## src/rtl/hydra_wrr_sched.sv

```systemverilog
// Per-output-port read scheduler: picks one of four priority queues per downstream
// request (weighted round robin or strict priority) and holds the port until end of packet.
module hydra_wrr_sched #(
    parameter int W0      = 8,
    parameter int W1      = 4,
    parameter int W2      = 2,
    parameter int W3      = 1,
    parameter int CW      = 4,
    parameter int TIMEOUT = 1024
) (
    input  logic       clk,
    input  logic       rst,
    input  logic       wrr_en,
    input  logic [3:0] queue_nonempty,
    input  logic       ready,
    input  logic       pkt_done,
    output logic       grant_vld,
    output logic [1:0] grant_pri,
    output logic       busy,
    output logic       timeout_err
);

    localparam int TW = (TIMEOUT > 2) ? $clog2(TIMEOUT) : 1;

    typedef enum logic [1:0] {IDLE, ARB, SERVE} state_t;

    state_t          state_q, state_d;
    logic            pend_q, pend_d;
    logic [1:0]      ptr_q, ptr_d;
    logic [TW-1:0]   wd_q, wd_d;
    logic            grant_vld_q, grant_vld_d;
    logic [1:0]      grant_pri_q, grant_pri_d;
    logic            timeout_q, timeout_d;
    logic [CW-1:0]   credit_q [4];
    logic [CW-1:0]   credit_d [4];

    logic            any_ne;
    logic [1:0]      sel_strict, sel_wrr, idx;
    logic            found, found_rl, reload;
    logic [CW-1:0]   sel_base, sel_rem;

    // A zero weight would starve its queue forever, so it is promoted to 1.
    function automatic logic [CW-1:0] wt(input logic [1:0] p);
        int w;
        case (p)
            2'd0:    w = W0;
            2'd1:    w = W1;
            2'd2:    w = W2;
            default: w = W3;
        endcase
        return (w == 0) ? CW'(1) : CW'(w);
    endfunction

    assign any_ne = |queue_nonempty;

    always_comb begin
        sel_strict = 2'd0;
        for (int i = 3; i >= 0; i--) begin
            if (queue_nonempty[i]) sel_strict = 2'(i);
        end
    end

    // First pass honours credits; the second pass models the same-cycle reload.
    always_comb begin
        found    = 1'b0;
        found_rl = 1'b0;
        sel_wrr  = ptr_q;
        idx      = ptr_q;
        for (int i = 0; i < 4; i++) begin
            idx = ptr_q + 2'(i);
            if (!found && queue_nonempty[idx] && credit_q[idx] != '0) begin
                found   = 1'b1;
                sel_wrr = idx;
            end
        end
        for (int i = 0; i < 4; i++) begin
            idx = ptr_q + 2'(i);
            if (!found && !found_rl && queue_nonempty[idx]) begin
                found_rl = 1'b1;
                sel_wrr  = idx;
            end
        end
        reload   = !found;
        sel_base = reload ? wt(sel_wrr) : credit_q[sel_wrr];
        sel_rem  = sel_base - CW'(1);
    end

    always_comb begin
        state_d     = state_q;
        pend_d      = pend_q;
        ptr_d       = ptr_q;
        wd_d        = wd_q;
        grant_vld_d = 1'b0;
        grant_pri_d = grant_pri_q;
        timeout_d   = 1'b0;
        credit_d    = credit_q;
        case (state_q)
            IDLE: begin
                if (pend_q && any_ne) state_d = ARB;
            end
            ARB: begin
                pend_d = 1'b0;
                if (any_ne) begin
                    grant_vld_d = 1'b1;
                    wd_d        = '0;
                    state_d     = SERVE;
                    if (wrr_en) begin
                        grant_pri_d = sel_wrr;
                        for (int p = 0; p < 4; p++) begin
                            if (reload) credit_d[p] = wt(2'(p));
                        end
                        credit_d[sel_wrr] = sel_rem;
                        ptr_d = (sel_rem != '0) ? sel_wrr : sel_wrr + 2'd1;
                    end else begin
                        grant_pri_d = sel_strict;
                    end
                end else begin
                    state_d = IDLE;
                end
            end
            SERVE: begin
                if (pkt_done) begin
                    state_d = IDLE;
                end else if (wd_q == TW'(TIMEOUT - 1)) begin
                    timeout_d = 1'b1;
                    state_d   = IDLE;
                end else begin
                    wd_d = wd_q + TW'(1);
                end
            end
            default: state_d = IDLE;
        endcase
        if (ready) pend_d = 1'b1;
    end

    always_ff @(posedge clk or posedge rst) begin
        if (rst) begin
            state_q     <= IDLE;
            pend_q      <= 1'b0;
            ptr_q       <= 2'd0;
            wd_q        <= '0;
            grant_vld_q <= 1'b0;
            grant_pri_q <= 2'd0;
            timeout_q   <= 1'b0;
            for (int p = 0; p < 4; p++) credit_q[p] <= wt(2'(p));
        end else begin
            state_q     <= state_d;
            pend_q      <= pend_d;
            ptr_q       <= ptr_d;
            wd_q        <= wd_d;
            grant_vld_q <= grant_vld_d;
            grant_pri_q <= grant_pri_d;
            timeout_q   <= timeout_d;
            credit_q    <= credit_d;
        end
    end

    assign grant_vld   = grant_vld_q;
    assign grant_pri   = grant_pri_q;
    assign timeout_err = timeout_q;
    assign busy        = (state_q != IDLE);

endmodule
```

## config.mk

```make
export PLATFORM = sky130hd
export DESIGN_NAME = hydra_wrr_sched
export DESIGN_NICKNAME = d
export VERILOG_FILES = /design/src/rtl/hydra_wrr_sched.sv
export SDC_FILE = /design/constraint.sdc
export NUM_CORES = 1
export LEC_CHECK = 0
export BUFFER_PORTS_ARGS = -buffer_cell sky130_fd_sc_hd__buf_2
export CAP_MARGIN = 10
export CORE_MARGIN = 2
export CORE_UTILIZATION = 40
export DETAILED_ROUTE_END_ITERATION = 8
export PLACE_DENSITY = 0.62
export SLEW_MARGIN = 20
export SYNTH_ARGS = -nofsm -noshare
export SYNTH_HDL_FRONTEND = slang
export SYNTH_SLANG_ARGS = --single-unit
export TNS_END_PERCENT = 50
```

## constraint.sdc

```tcl
create_clock -name clk -period 9.75 [get_ports clk]
set_input_delay 0.4875 -clock clk [delete_from_list [all_inputs] [get_ports clk]]
set_output_delay 0.4875 -clock clk [all_outputs]
set_load 0.01 [all_outputs]
```

### After elaboration in Yosys (flattened, before gate mapping)

Cells that the tools add are included.

* word-level logic and storage cells: 186
* output and inout port bits: 5
* input port bits: 9
* register bits after elaboration: 35

* magnitude comparators: 10
* reductions and logical operators: 43
* bitwise operators: 5
* equality and inequality tests: 10
* $add $sub $neg: 6
* mux-type cells: 101

Operators by type and width (count)
* $mux 32: 16
* $logic_not 32->1: 5
* $mux 4: 33
* $bmux 4 s2: 5
* $mux 2: 17
* $mux 10: 3
* $pmux 10 s2: 1
* $reduce_bool 4->1: 5
* $mux 1: 18
* $bwmux 16: 1
* $logic_and 1x1->1: 16
* $ge 3x3->1 const B: 5
* $not 2->3: 5
* $lt 2x3->1 const B: 4
* $pmux 4 s3: 1
* $add 10x1->10 const B: 1
* $eq 10x10->1 const B: 1
* $bmux 1 s2: 4
* $demux 4 s2: 1
* $ne 2x2->1 const B: 4
* $logic_not 1->1: 7
* $pmux 2 s3: 1
* $reduce_bool 2->1: 3
* $add 2x1->2 const B: 2
* 11 further kinds: 16

### Logic depth before layout (Yosys ltp)

Gate-level depths: netlist of the first run.

* depth in word-level cells: 42
* depth in mapped cells: 20
* mapped depth without buffers: 16

### Worst setup path before layout of the first run

OpenSTA, ideal clock, no wires.

* path kind: input to register
* start: input queue_nonempty[1]
* end: register ptr_q[0]
* setup time: 124 ps
* stages on the path: 18
* path slack: 5779 ps
* data required time: 9626 ps
* path buffers: 2
* arrival time: 3847 ps
* cell sequence: clkbuf_1 -> mux2i_1 -> a32oi_1 -> nand3_4 -> o311ai_0 -> o31ai_1 -> o22ai_1 -> and2_1 -> buf_2 -> ha_1 -> nor2_1 -> a211oi_1 -> inv_1 -> ha_1 -> xnor2_1 -> o31ai_1 -> nor3b_2 -> xnor2_1

* longest elaborated chain between the ends: 39
* elaborated cells between the ends (all ways): 60
* classes of those cells: add/sub: 2; eq/ne: 2; mux: 29; bitwise: 1; reduce/logical: 26

Ends and longest elaborated chain
* start, declared: RTL line 14 `input logic [3:0] queue_nonempty,`
* $bmux 1 s2: RTL line 71, 78
* $mux 1 (implied by the code): RTL line 71, 78
* $logic_and 1x1->1: RTL line 71 `if (!found && queue_nonempty[idx] && credit_q[idx] != '0) begin`
* $mux 1: RTL line 71
* $logic_not 1->1: RTL line 71
* $logic_and 1x1->1 (2 in series): RTL line 71
* $mux 1: RTL line 71
* $logic_not 1->1: RTL line 71
* (+22 left out)
* $eq 2x2->1 (tied with other cells): RTL line 45 `case (p)`
* $pmux 4 s3 or $bmux 4 s2 (tied branches): RTL line 45, 84
* $logic_not 32->1 or $mux 4 (tied branches): RTL line 51, 84
* $mux 4 (on tied branches): RTL line 51, 84
* $mux 4: RTL line 84 `sel_base = reload ? wt(sel_wrr) : credit_q[sel_wrr];`
* $sub 4x1->4: RTL line 85 `sel_rem = sel_base - CW'(1);`
* $reduce_bool 4->1: RTL line 113 `ptr_d = (sel_rem != '0) ? sel_wrr : sel_wrr + 2'd1;`
* $mux 2: RTL line 113
* end signal, assigned: RTL line 149 `ptr_q <= ptr_d;`
* end, declared: RTL line 29 `logic [1:0] ptr_q, ptr_d;`

Several ways; a longest one is shown, not always the timed one. The select of a mux whose other input is x is not followed.
A chain may end at the register's enable or synchronous reset.

### Worst setup path after layout of the first run

* start: register credit_q[13] in the netlist's numbering
* end: register ptr_q[1]

* longest elaborated chain between the ends: 41
* elaborated cells between the ends (all ways): 66
* classes of those cells: add/sub: 2; eq/ne: 2; mux: 33; bitwise: 1; reduce/logical: 28

Ends and longest elaborated chain
* start, declared: RTL line 34 `logic [CW-1:0] credit_q [4];`
* start signal, assigned: RTL line 154 `credit_q <= credit_d;`
* $bmux 4 s2: RTL line 71
* $mux 4 (implied by the code) (2 in series): RTL line 71
* $reduce_bool 4->1: RTL line 71
* $logic_and 1x1->1: RTL line 71
* $mux 1: RTL line 71
* $logic_not 1->1: RTL line 71
* $logic_and 1x1->1 (2 in series): RTL line 71
* $mux 1: RTL line 71
* (+23 left out)
* $eq 2x2->1 (tied with other cells): RTL line 45
* $pmux 4 s3 or $bmux 4 s2 (tied branches): RTL line 45, 84
* $logic_not 32->1 or $mux 4 (tied branches): RTL line 51, 84
* $mux 4 (on tied branches): RTL line 51, 84
* $mux 4: RTL line 84
* $sub 4x1->4: RTL line 85
* $reduce_bool 4->1: RTL line 113
* $mux 2 *: RTL line 113

Mark *: on every way between the ends. The rest lies on a longest branch, timed or not. The select of a mux whose other input is x is not followed.

==> results of run 1 <==
-- worst min path at each step --
stage,from,endpoint,slack [ns],cells after the start
CTS,rst,grant_vld,0.29,3
global placement,pend_q,pend_q,0.46,1
finish,rst,wd_q[6],0.27,3
floorplan,credit_q[15],credit_q[15],0.45,2
global route,rst,wd_q[5],0.33,3
detailed placement,pend_q,pend_q,0.47,1
-- kinds of logic (layout without fill, tap and decap cells) --
logic type      count (synthesis)  in the layout
fa+ha+maj                       7              7
buf+inv                        33             41
flops                          35             35
mux                             9              9
compound gates                 98             98
xor+xnor                        9              9
simple gates                  122            122
-- flip-flops by register name, indices dropped and copies added (netlist names) --
name,flops
state_q,2
grant_pri,2
timeout_err,1
credit_q,16
ptr_q,2
wd_q,10
pend_q,1
grant_vld,1
-- stage by stage --
step / util (%) / std cells / area (µm²)
floorplan: - / 313 / 2680
global placement: 43.6 / 390 / 2800
detailed placement: 43.6 / 390 / 2800
CTS: 45.1 / 398 / 2900
global route: 45.1 / 398 / 2900
finish: 45.1 / 398 / 2900
-- routing by layer --
layer / part of all wire (%) / up-vias / wire [µm]
li1: - / 1187 / -
met1: 48 / 1144 / 3170
met2: 47 / 47 / 3050
met3: 3.4 / 10 / 221
met4: 1.4 / 0 / 93
met5: 0 / - / 0
-- synth_stat cells (2+ instances only) --
library cell  number
a211oi_1           8
mux4_2             2
mux2i_1            4
o31a_1             2
nor4_1             7
dfstp_2            4
a32oi_1            4
o22a_1             2
nor3_1            10
o31ai_1            2
ha_1               7
buf_2              7
o211ai_1           2
a22oi_1            2
or4_1              2
nand4_1            3
a21oi_1           22
clkbuf_1           8
o21a_1             2
nor2b_1            6
o22ai_1            3
and2_1             6
nor2_1            25
or2_2              3
xor2_1             5
dfrtp_1           31
nand3_1            8
a22o_1            12
inv_1             15
nand2_1           27
a21o_1             3
nand2b_1           9
a21boi_0           3
or3_1              7
o21ai_0           16
xnor2_1            3
mux2_2             3
-- worst reg2reg max path, stage by stage (launching register included) --
cell and delay, ns:
dfrtp_1 0.41, nor4_1 0.85, a2bb2oi_1 0.23, nand3_1 0.36, o21a_1 0.20, o22ai_1 0.09, o22ai_1 0.32, and2_1 0.45
ha_1 0.37, nor2_1 0.08, a211oi_1 0.34, inv_1 0.11, ha_1 0.23, xnor2_1 0.17, nor3_1 0.24, mux2i_1 0.23
a21oi_1 0.08
-- cells in the final DEF (no fill, tap or decap), drive strengths merged, types with 3 or more instances in the layout --
| cell type | synthesis | final |
|---|---|---|
| a21oi | 23 | 23 |
| and2 | 6 | 6 |
| nor2 | 25 | 25 |
| dfstp | 4 | 4 |
| clkinv | 2 | 3 |
| buf | 8 | 16 |
| nand2b | 9 | 9 |
| o21ai | 16 | 16 |
| xor2 | 5 | 5 |
| inv | 15 | 15 |
| xnor2 | 4 | 4 |
| o22ai | 4 | 4 |
| nor4 | 7 | 7 |
| a211oi | 9 | 9 |
| mux2i | 4 | 4 |
| a22o | 12 | 12 |
| a21o | 3 | 3 |
| nand3 | 9 | 9 |
| nand2 | 27 | 27 |
| nor2b | 6 | 6 |
| or2 | 3 | 3 |
| ha | 7 | 7 |
| mux2 | 3 | 3 |
| or3 | 7 | 7 |
| nor3 | 10 | 10 |
| dfrtp | 31 | 31 |
| clkbuf | 8 | 6 |
| a21boi | 3 | 3 |
| a32oi | 4 | 4 |
| nand4 | 3 | 3 |
-- area by class of cell --
class	instances	area (µm²)
Inverter	17	65.1
Timing Repair Buffer	16	87.6
Tap cell	77	96.3
Sequential cell	35	881
Fill cell	623	3520
Clock buffer	6	82.6
Clock inverter	2	16.3
Multi-Input combinational cell	245	1670
==> results.json, run 1 <==
{
  "setup_viol": 0,
  "coreArea_um2": 6420,
  "cts-buffers-inserted": 5,
  "crit_end": "ptr_q[1]",
  "synth_top_area_cell": "dfrtp_1",
  "critPathMaxFanout": 11,
  "rr_worst_depth": 16,
  "path_class": "flip-flop to flip-flop",
  "grt_pass1_wl_um": 11100,
  "gp_congestion": 0.846,
  "grt_max_degree": 37,
  "arrival_ns": 5.05,
  "drtPass1Iterations": 4,
  "synth_fa_ha_area_share_pct": 3.26,
  "fmax_ghz": 0.204,
  "synthCells": 313,
  "cp_cell_sequence": "nor4_1, a2bb2oi_1, nand3_1, o21a_1, o22ai_1, o22ai_1, and2_1, ha_1, nor2_1, a211oi_1, inv_1, ha_1, xnor2_1, nor3_1, mux2i_1, a21oi_1",
  "async_flop_share_pct": 100,
  "cts-root-buf": "clkbuf_8",
  "initial_core_util_pct": 41.8,
  "crit_buf_inv": 1,
  "num_rows": 29,
  "grt_overflow": 0,
  "synth_cell_types": 65,
  "maxSlewViolCount": 0,
  "pre_cts_ws_ns": 4.96,
  "rsz0062_at_grt": "no",
  "die_h_um": 85.9,
  "critPathLaunch": "credit_q[13]",
  "wire_per_inst_um": 16.4,
  "timing.rr.end": "ptr_q[1]",
  "met1_usage_pct": 26.4,
  "cp-start-kind": "flip-flop",
  "synthXorXnorAreaFrac_pct": 3.22,
  "dieArea_um2": 7380,
  "hpwl_um": 4750,
  "syn_nets": 329,
  "ys_seq_area_share_pct": 32.8,
  "synth_top_area_share_pct": 28.9,
  "slew_headroom_pct": 33.8,
  "synth_edf_count": 0,
  "top_usage_layer": "met2",
  "finish.net_count": 336,
  "layout_setup_ws_ns": 4.86,
  "whs_ns": 0.274,
  "synth_seq_cells": 35,
  "period_share_pct": 50.2,
  "io_buffers": 13,
  "drtAntennaViolNets": 0,
  "synth_top_flop_cell": "dfrtp_1",
  "synth-compound-area-share_pct": 27.0,
  "clkLatencyLatePin_ns": 0.29,
  "synth_top_family_by_area": "compound AO/OA/AOI/OAI gates",
  "area_growth_pct": 7.97,
  "outcome": "complete, no violations",
  "crit_slowest_cell": "nor4_1",
  "timing.rr.start": "credit_q[13]",
  "cts_tree": "done",
  "drtIter0Drc": 107,
  "cp.required_ns": 9.91,
  "synth_area_um2": 2680,
  "io_pins": 14,
  "min_path_type": "primary input to async pin",
  "final_hold_viol_count": 0,
  "vias": 2388,
  "met3_usage_pct": 2.41,
  "fin_setup_tns_ns": 0,
  "hold_buffers": 0,
  "synth.mux.area_fraction_pct": 4.43,
  "antenna_found_initial": 0,
  "yosysWarningCount": 0,
  "ctsResizeCount": 0,
  "drive_gt1_share_pct": 15.3,
  "synthSimpleGateAreaFrac_pct": 24.2,
  "h-tree-depth": 2,
  "slowest_delay_ns": 0.85,
  "finalWirelength_um": 6540,
  "drc": 0,
  "critical-path-top-delay-family": "simple AND/OR/NAND/NOR gates",
  "die_w_um": 85.9,
  "finClkSkew_ns": 0.00973,
  "use_met2_pct": 29.8,
  "clkTransAtPathRegs_ns": 0.08,
  "cts.sinks": 35,
  "path_depth": 16,
  "vias_per_cell": 6.00,
  "grt_pass1_vias": 2249,
  "reg2reg_slack_ns": 4.86,
  "groute.usage.overall_pct": 18.9,
  "tightest_slew_ns": 0.984,
  "max_cap_violations": 0,
  "fin_crit_ns": 4.89,
  "ys_top_cells_by_area": "dfrtp_1 29%, a21oi_1 4.1%, dfstp_2 3.9%, a22o_1 3.9%, nand2_1 3.8%",
  "critPathCaptureType": "flip-flop",
  "antenna_cells": 0,
  "clockBufferDepth": 2,
  "cts_setup_buffers": 0,
  "synth.avg_cell_area_um2": 8.57
}
Power of run 1 is left out: the tool's default activity adds up to more than one toggle a clock period on the data nets, which glitch-free logic cannot reach.
==> inputs of run 2 (changes only) <==
--- a/config.mk
+++ b/config.mk
@@ -5,6 +5,7 @@
 export SDC_FILE = /design/constraint.sdc
 export NUM_CORES = 1
 export LEC_CHECK = 0
+export ABC_AREA = 1
 export BUFFER_PORTS_ARGS = -buffer_cell sky130_fd_sc_hd__buf_2
 export CAP_MARGIN = 10
 export CORE_MARGIN = 2
==> constraint.sdc (replaced) <==
create_clock -name clk -period 4.8 [get_ports clk]
set_input_delay 0.24 -clock clk [delete_from_list [all_inputs] [get_ports clk]]
set_output_delay 0.24 -clock clk [all_outputs]
set_load 0.01 [all_outputs]
==> results.json, run 2 <==
{
  "cts_setup_buffers": 0,
  "die_h_um": 82.5,
  "groute.usage.overall_pct": 18.5,
  "yosysWarningCount": 0,
  "synth_cell_types": 34,
  "largest_register_ffs": 16,
  "arrival_ns": 3.95,
  "ys_top_cells_by_area": "dfrtp_1 31%, nand2_1 14%, inv_1 8.1%, nand3_1 6.9%, nor2_1 5.8%",
  "clkLatencyLatePin_ns": 0.30,
  "slew_headroom_pct": 58.8,
  "timing.rr.end": "ptr_q[0]",
  "cts-root-buf": "clkbuf_8",
  "h-tree-depth": 2,
  "cts.sinks": 35,
  "fin_setup_tns_ns": 0,
  "drtIter0Drc": 168,
  "period_share_pct": 78.2,
  "placed_cells": 438,
  "timing.rr.start": "ptr_q[0]",
  "num_rows": 28,
  "top_regs": "credit_q (16), wd_q (10)",
  "critPathMaxFanout": 17,
  "hpwl_um": 4410,
  "largest-register": "credit_q",
  "grt_pass1_vias": 2099,
  "min_path_type": "primary input to async pin",
  "instances_no_fill": 446,
  "rr_worst_depth": 26,
  "vias_per_cell": 4.97,
  "coreArea_um2": 5960,
  "synth_top_area_share_pct": 31.4,
  "grt_max_degree": 36,
  "synth_area_um2": 2470,
  "reg2reg_slack_ns": 1.04,
  "antenna_cells": 0,
  "antenna_found_initial": 0,
  "tightest_slew_ns": 0.616,
  "final_common_cell": "nand2_1",
  "synth_top_flop_cell": "dfrtp_1",
  "io_pins": 14,
  "wire_per_inst_um": 12.6,
  "initial_core_util_pct": 41.4,
  "synth.avg_cell_area_um2": 6.99,
  "dieArea_um2": 6810,
  "critPathCaptureType": "flip-flop",
  "cts-buffers-inserted": 5,
  "multi_input_area_um2": 1320,
  "hold_buffers": 0,
  "drtPass1Iterations": 4,
  "grt_overflow": 0,
  "finalWirelength_um": 5630,
  "synth_seq_cells": 35,
  "grt_pass1_wl_um": 9540,
  "die_w_um": 82.5,
  "async_flop_share_pct": 100,
  "syn_nets": 369,
  "ys_seq_area_share_pct": 35.7,
  "critPathLaunch": "ptr_q[0]",
  "io_buffers": 13,
  "gp_congestion": 0.876,
  "fmax_ghz": 0.266,
  "seqCellArea_um2": 881,
  "drive_gt1_share_pct": 15.4,
  "cp-start-kind": "flip-flop",
  "area_growth_pct": 8.93,
  "path_class": "flip-flop to flip-flop",
  "vias": 2218,
  "clkTransAtPathRegs_ns": 0.08,
  "clockBufferDepth": 2,
  "cp.required_ns": 4.99,
  "yosysMostFrequentCell": "nand2_1",
  "drtAntennaViolNets": 0,
  "synth_top_area_cell": "dfrtp_1",
  "synth_commonest_cells": "95 x nand2_1, 53 x inv_1, 38 x nor2_1",
  "max_cap_violations": 0,
  "fillCellCount": 620,
  "cts_tree": "done",
  "finish.net_count": 386,
  "fin_crit_ns": 3.76,
  "finClkSkew_ns": 0.00839,
  "final_hold_viol_count": 0,
  "synth_edf_count": 0,
  "drc": 0,
  "layout_common_cells": "95 x nand2_1, 53 x inv_1, 38 x nor2_1",
  "outcome": "complete, no violations",
  "setup_viol": 0,
  "ctsResizeCount": 0,
  "maxSlewViolCount": 0,
  "synthCells": 353,
  "rsz0062_at_grt": "no"
}
## run 2: changes by cell type after synthesis, sizes merged, moves of 5 or more
cell    before  now
a22o        12    0
and2         6    1
inv         15   57
nand2       27  105
a211oi       9    0
nor2        25   41
nand3        9   43
nor2b        6    0
nor4         7    0
nand2b       9    0
or3          7    0
clkbuf       8    0
a21oi       23    9
## run 2: cell families (layout without fill, tap and decap cells)
| logic type | count (synthesis) | after routing | synth area share, % |
|---|---|---|---|
| AO/OA/AOI/OAI | 40 | 40 | 9.13 |
| buffers and inverters | 62 | 80 | 10.6 |
| AND/OR/NAND/NOR | 207 | 207 | 39.7 |
| adder cells (fa/ha/maj) | 7 | 7 | 3.55 |
| XOR/XNOR | 2 | 2 | 1.32 |
| flip-flops | 35 | 35 | 35.7 |
## run 2: worst max path at each step
stage	slack (ns)	endpoint	depth (start not counted)
after floorplan	1.78	ptr_q[0]	28
after global placement	1.20	ptr_q[0]	26
after detailed placement	1.09	ptr_q[0]	26
after CTS	1.06	ptr_q[0]	26
after global routing	0.63	ptr_q[0]	27
final	1.04	ptr_q[0]	26
## run 2: cell type report
| type | instances | share of cell area, % |
|---|---|---|
| inverters | 58 | 8.10 |
| clock inverters | 2 | 0.605 |
| multi-input cells | 256 | 49.3 |
| repair buffers | 14 | 2.70 |
| clock buffers | 6 | 3.07 |
| flip-flops and latches | 35 | 32.8 |
| well taps | 75 | 3.49 |
## run 2: metal layers
| metal | up-vias | share of wire [%] | GRT usage [%] |
|---|---|---|---|
| met5 | - | 0 | 0 |
| met4 | 0 | 1.6 | 6.56 |
| met3 | 8 | 4.0 | 3.37 |
| met2 | 40 | 46 | 30.2 |
| met1 | 1009 | 48 | 24.5 |
| li1 | 1161 | - | - |
## run 2: through the flow
stage               hold slack [ns]  area, µm²  utilization, %  worst slack (ns)
finish                       0.0339       2690            45.1              1.04
detailed placement            0.370       2590            43.5              1.09
global placement              0.366       2590            43.5              1.20
CTS                          0.0491       2690            45.1              1.06
global route                 0.0753       2690            45.1             0.632
floorplan                     0.313       2470               -              1.78
## run 2: worst max-delay path, cell delays in order (launching register included)
cell      delay (ns)
dfrtp_1         0.74
inv_2           0.19
nand2_1         0.12
nand2_1         0.06
nor2_1          0.09
nand2_1         0.07
nand3_1         0.14
nand3_4         0.12
nor2_8          0.14
nand2_1         0.07
nand2_1         0.08
nand2_2         0.06
nand2_1         0.07
nand2_2         0.10
nand2_2         0.26
inv_2           0.09
ha_1            0.20
inv_1           0.07
nand2_1         0.07
nand2_2         0.11
ha_1            0.17
nand3b_1        0.11
nand2_1         0.10
nor2_2          0.12
nand3_2         0.10
o21ai_1         0.15
nor2_1          0.06
Power of run 2 is left out for the same reason.
==> inputs of run 3 (changes only) <==
--- a/config.mk
+++ b/config.mk
@@ -5,13 +5,13 @@
 export SDC_FILE = /design/constraint.sdc
 export NUM_CORES = 1
 export LEC_CHECK = 0
-export ABC_AREA = 1
+export ABC_AREA = 0
 export BUFFER_PORTS_ARGS = -buffer_cell sky130_fd_sc_hd__buf_2
 export CAP_MARGIN = 10
 export CORE_MARGIN = 2
 export CORE_UTILIZATION = 40
 export DETAILED_ROUTE_END_ITERATION = 8
-export PLACE_DENSITY = 0.62
+export PLACE_DENSITY = 0.64
 export SLEW_MARGIN = 20
 export SYNTH_ARGS = -nofsm -noshare
 export SYNTH_HDL_FRONTEND = slang
==> constraint.sdc (replaced) <==
create_clock -name clk -period 3.25 [get_ports clk]
set_input_delay 0.1625 -clock clk [delete_from_list [all_inputs] [get_ports clk]]
set_output_delay 0.1625 -clock clk [all_outputs]
set_load 0.01 [all_outputs]
==> results.json, run 3 (synthesized netlist as in run 1, its figures left out) <==
{
  "final_common_cell": "buf_4",
  "cp.required_ns": 3.40,
  "setup_viol": 15,
  "rsz0062_at_grt": "yes",
  "period_share_pct": 117,
  "largest-register": "credit_q",
  "num_rows": 29,
  "outcome": "complete, but fails checks",
  "crit_slowest_cell": "or4b_4",
  "die_h_um": 85.9,
  "cts-root-buf": "clkbuf_8",
  "vias": 2796,
  "antenna_cells": 0,
  "final_hold_viol_count": 0,
  "grt_pass1_vias": 2701,
  "io_buffers": 13,
  "initial_core_util_pct": 41.8,
  "critPathCaptureType": "flip-flop",
  "drive_gt1_share_pct": 44.6,
  "fin_crit_ns": 3.79,
  "grt_overflow": 0,
  "cts.sinks": 35,
  "grt_max_degree": 36,
  "clockBufferDepth": 2,
  "finish.net_count": 425,
  "path_class": "flip-flop to flip-flop",
  "fmax_ghz": 0.264,
  "area_growth_pct": 45.8,
  "antenna_found_initial": 0,
  "finalWirelength_um": 8010,
  "layout_common_cells": "86 x buf_4, 30 x dfrtp_1, 26 x nand2_1",
  "dieArea_um2": 7380,
  "clkLatencyLatePin_ns": 0.29,
  "finClkSkew_ns": 0.00569,
  "hpwl_um": 6000,
  "placed_area_um2": 3540,
  "grt_pass1_wl_um": 13300,
  "pre_cts_ws_ns": -0.705,
  "wire_per_inst_um": 16.4,
  "groute.usage.overall_pct": 22.9,
  "drc": 0,
  "fillCellCount": 517,
  "vias_per_cell": 5.74,
  "drtPass1Iterations": 5,
  "critPathMaxFanout": 5,
  "arrival_ns": 3.94,
  "largest_register_ffs": 16,
  "drtIter0Drc": 201,
  "cts-buffers-inserted": 5,
  "io_pins": 14,
  "drtAntennaViolNets": 0,
  "maxSlewViolCount": 0,
  "crit_buf_inv": 4,
  "utilization_pct": 60.9,
  "violations": "negative setup slack",
  "min_path_type": "primary input to flip-flop",
  "critical-path-top-delay-family": "simple AND/OR/NAND/NOR gates",
  "gp_congestion": 0.922,
  "tightest_slew_ns": 0.599,
  "design_area_um2": 3910,
  "layout_setup_ws_ns": -0.540,
  "slowest_delay_ns": 0.52,
  "clkTransAtPathRegs_ns": 0.07,
  "cp-start-kind": "flip-flop",
  "h-tree-depth": 2,
  "cts_tree": "done",
  "top_regs": "credit_q (16), wd_q (10)",
  "max_cap_violations": 0,
  "die_w_um": 85.9,
  "cp_cell_sequence": "or3_4, or4b_4, and3_4, a21oi_4, a311oi_4, buf_6, xnor2_4, clkinv_4, mux2i_2, a211oi_2, buf_4, nor3_2, xor2_1, buf_4, nor3_2, mux2i_1, a21oi_1",
  "slew_headroom_pct": 60.1,
  "coreArea_um2": 6420
}
run 3: changes by cell type in the layout (fill, tap and decap cells not counted), sizes merged, moves of 12 or more:
cell | before | now
buf | 14 | 104
nand3 | 43 | 9
nand2 | 105 | 27
inv | 57 | 15
nor2 | 41 | 25
a21oi | 9 | 23
a22o | 0 | 12
run 3: worst reg2reg max path, cell delays in order (launching register included):
cell	delay, ns
dfrtp_1	0.39
or3_4	0.37
or4b_4	0.52
and3_4	0.23
a21oi_4	0.15
a311oi_4	0.06
buf_6	0.15
xnor2_4	0.21
clkinv_4	0.11
mux2i_2	0.17
a211oi_2	0.25
buf_4	0.16
nor3_2	0.04
xor2_1	0.16
buf_4	0.16
nor3_2	0.20
mux2i_1	0.21
a21oi_1	0.09
run 3: timing repair:
item	4_1_cts	5_1_grt
cloned	0	0
pin swaps	16	7
gates resized for setup	29	19
setup buffers	5	1
hold endpoints to repair	31	0
hold buffers	1	0
endpoints found under the setup margin	17	18
run 3: layout make-up:
cell class / instances / area [µm²] / share of cell area [%]
clock buffers: 6 / 82.6 / 2.11
repair buffers: 105 / 795 / 20.3
flip-flops and latches: 35 / 882 / 22.5
clock inverters: 2 / 16.3 / 0.416
inverters: 17 / 71.3 / 1.82
well taps: 77 / 96.3 / 2.46
multi-input cells: 245 / 1970 / 50.3
run 3: layer usage:
metal | wire [µm] | global-route usage (%) | vias to the layer above
met2 | 3760 | 36.7 | 84
li1 | - | - | 1356
met5 | 0 | 0 | -
met4 | 219 | 7.94 | 0
met1 | 3640 | 31.3 | 1334
met3 | 380 | 4.04 | 22
run 3: worst paths after layout:
check | start | to | slack (ns) | depth (start not counted)
hold / removal | ready | pend_q | 0.04 | 2
setup / recovery | credit_q[9] | ptr_q[1] | -0.54 | 17
setup reg to reg | credit_q[9] | ptr_q[1] | -0.54 | 17
max in group asynchronous | rst | credit_q[15] | 2.39 | 4
hold reg to reg | pend_q | pend_q | 0.49 | 1
min in group asynchronous | rst | wd_q[7] | 0.51 | 4
run 3: per-stage QoR:
stage	TNS, ns	instances	hold WS, ns
floorplan	-4.11	313	0.255
global route	-6.88	487	0.0490
CTS	-5.41	486	0.0412
finish	-5.04	487	0.0437
global placement	-6.87	473	0.285
detailed placement	-8.03	473	0.287
Power of run 3 is left out for the same reason.
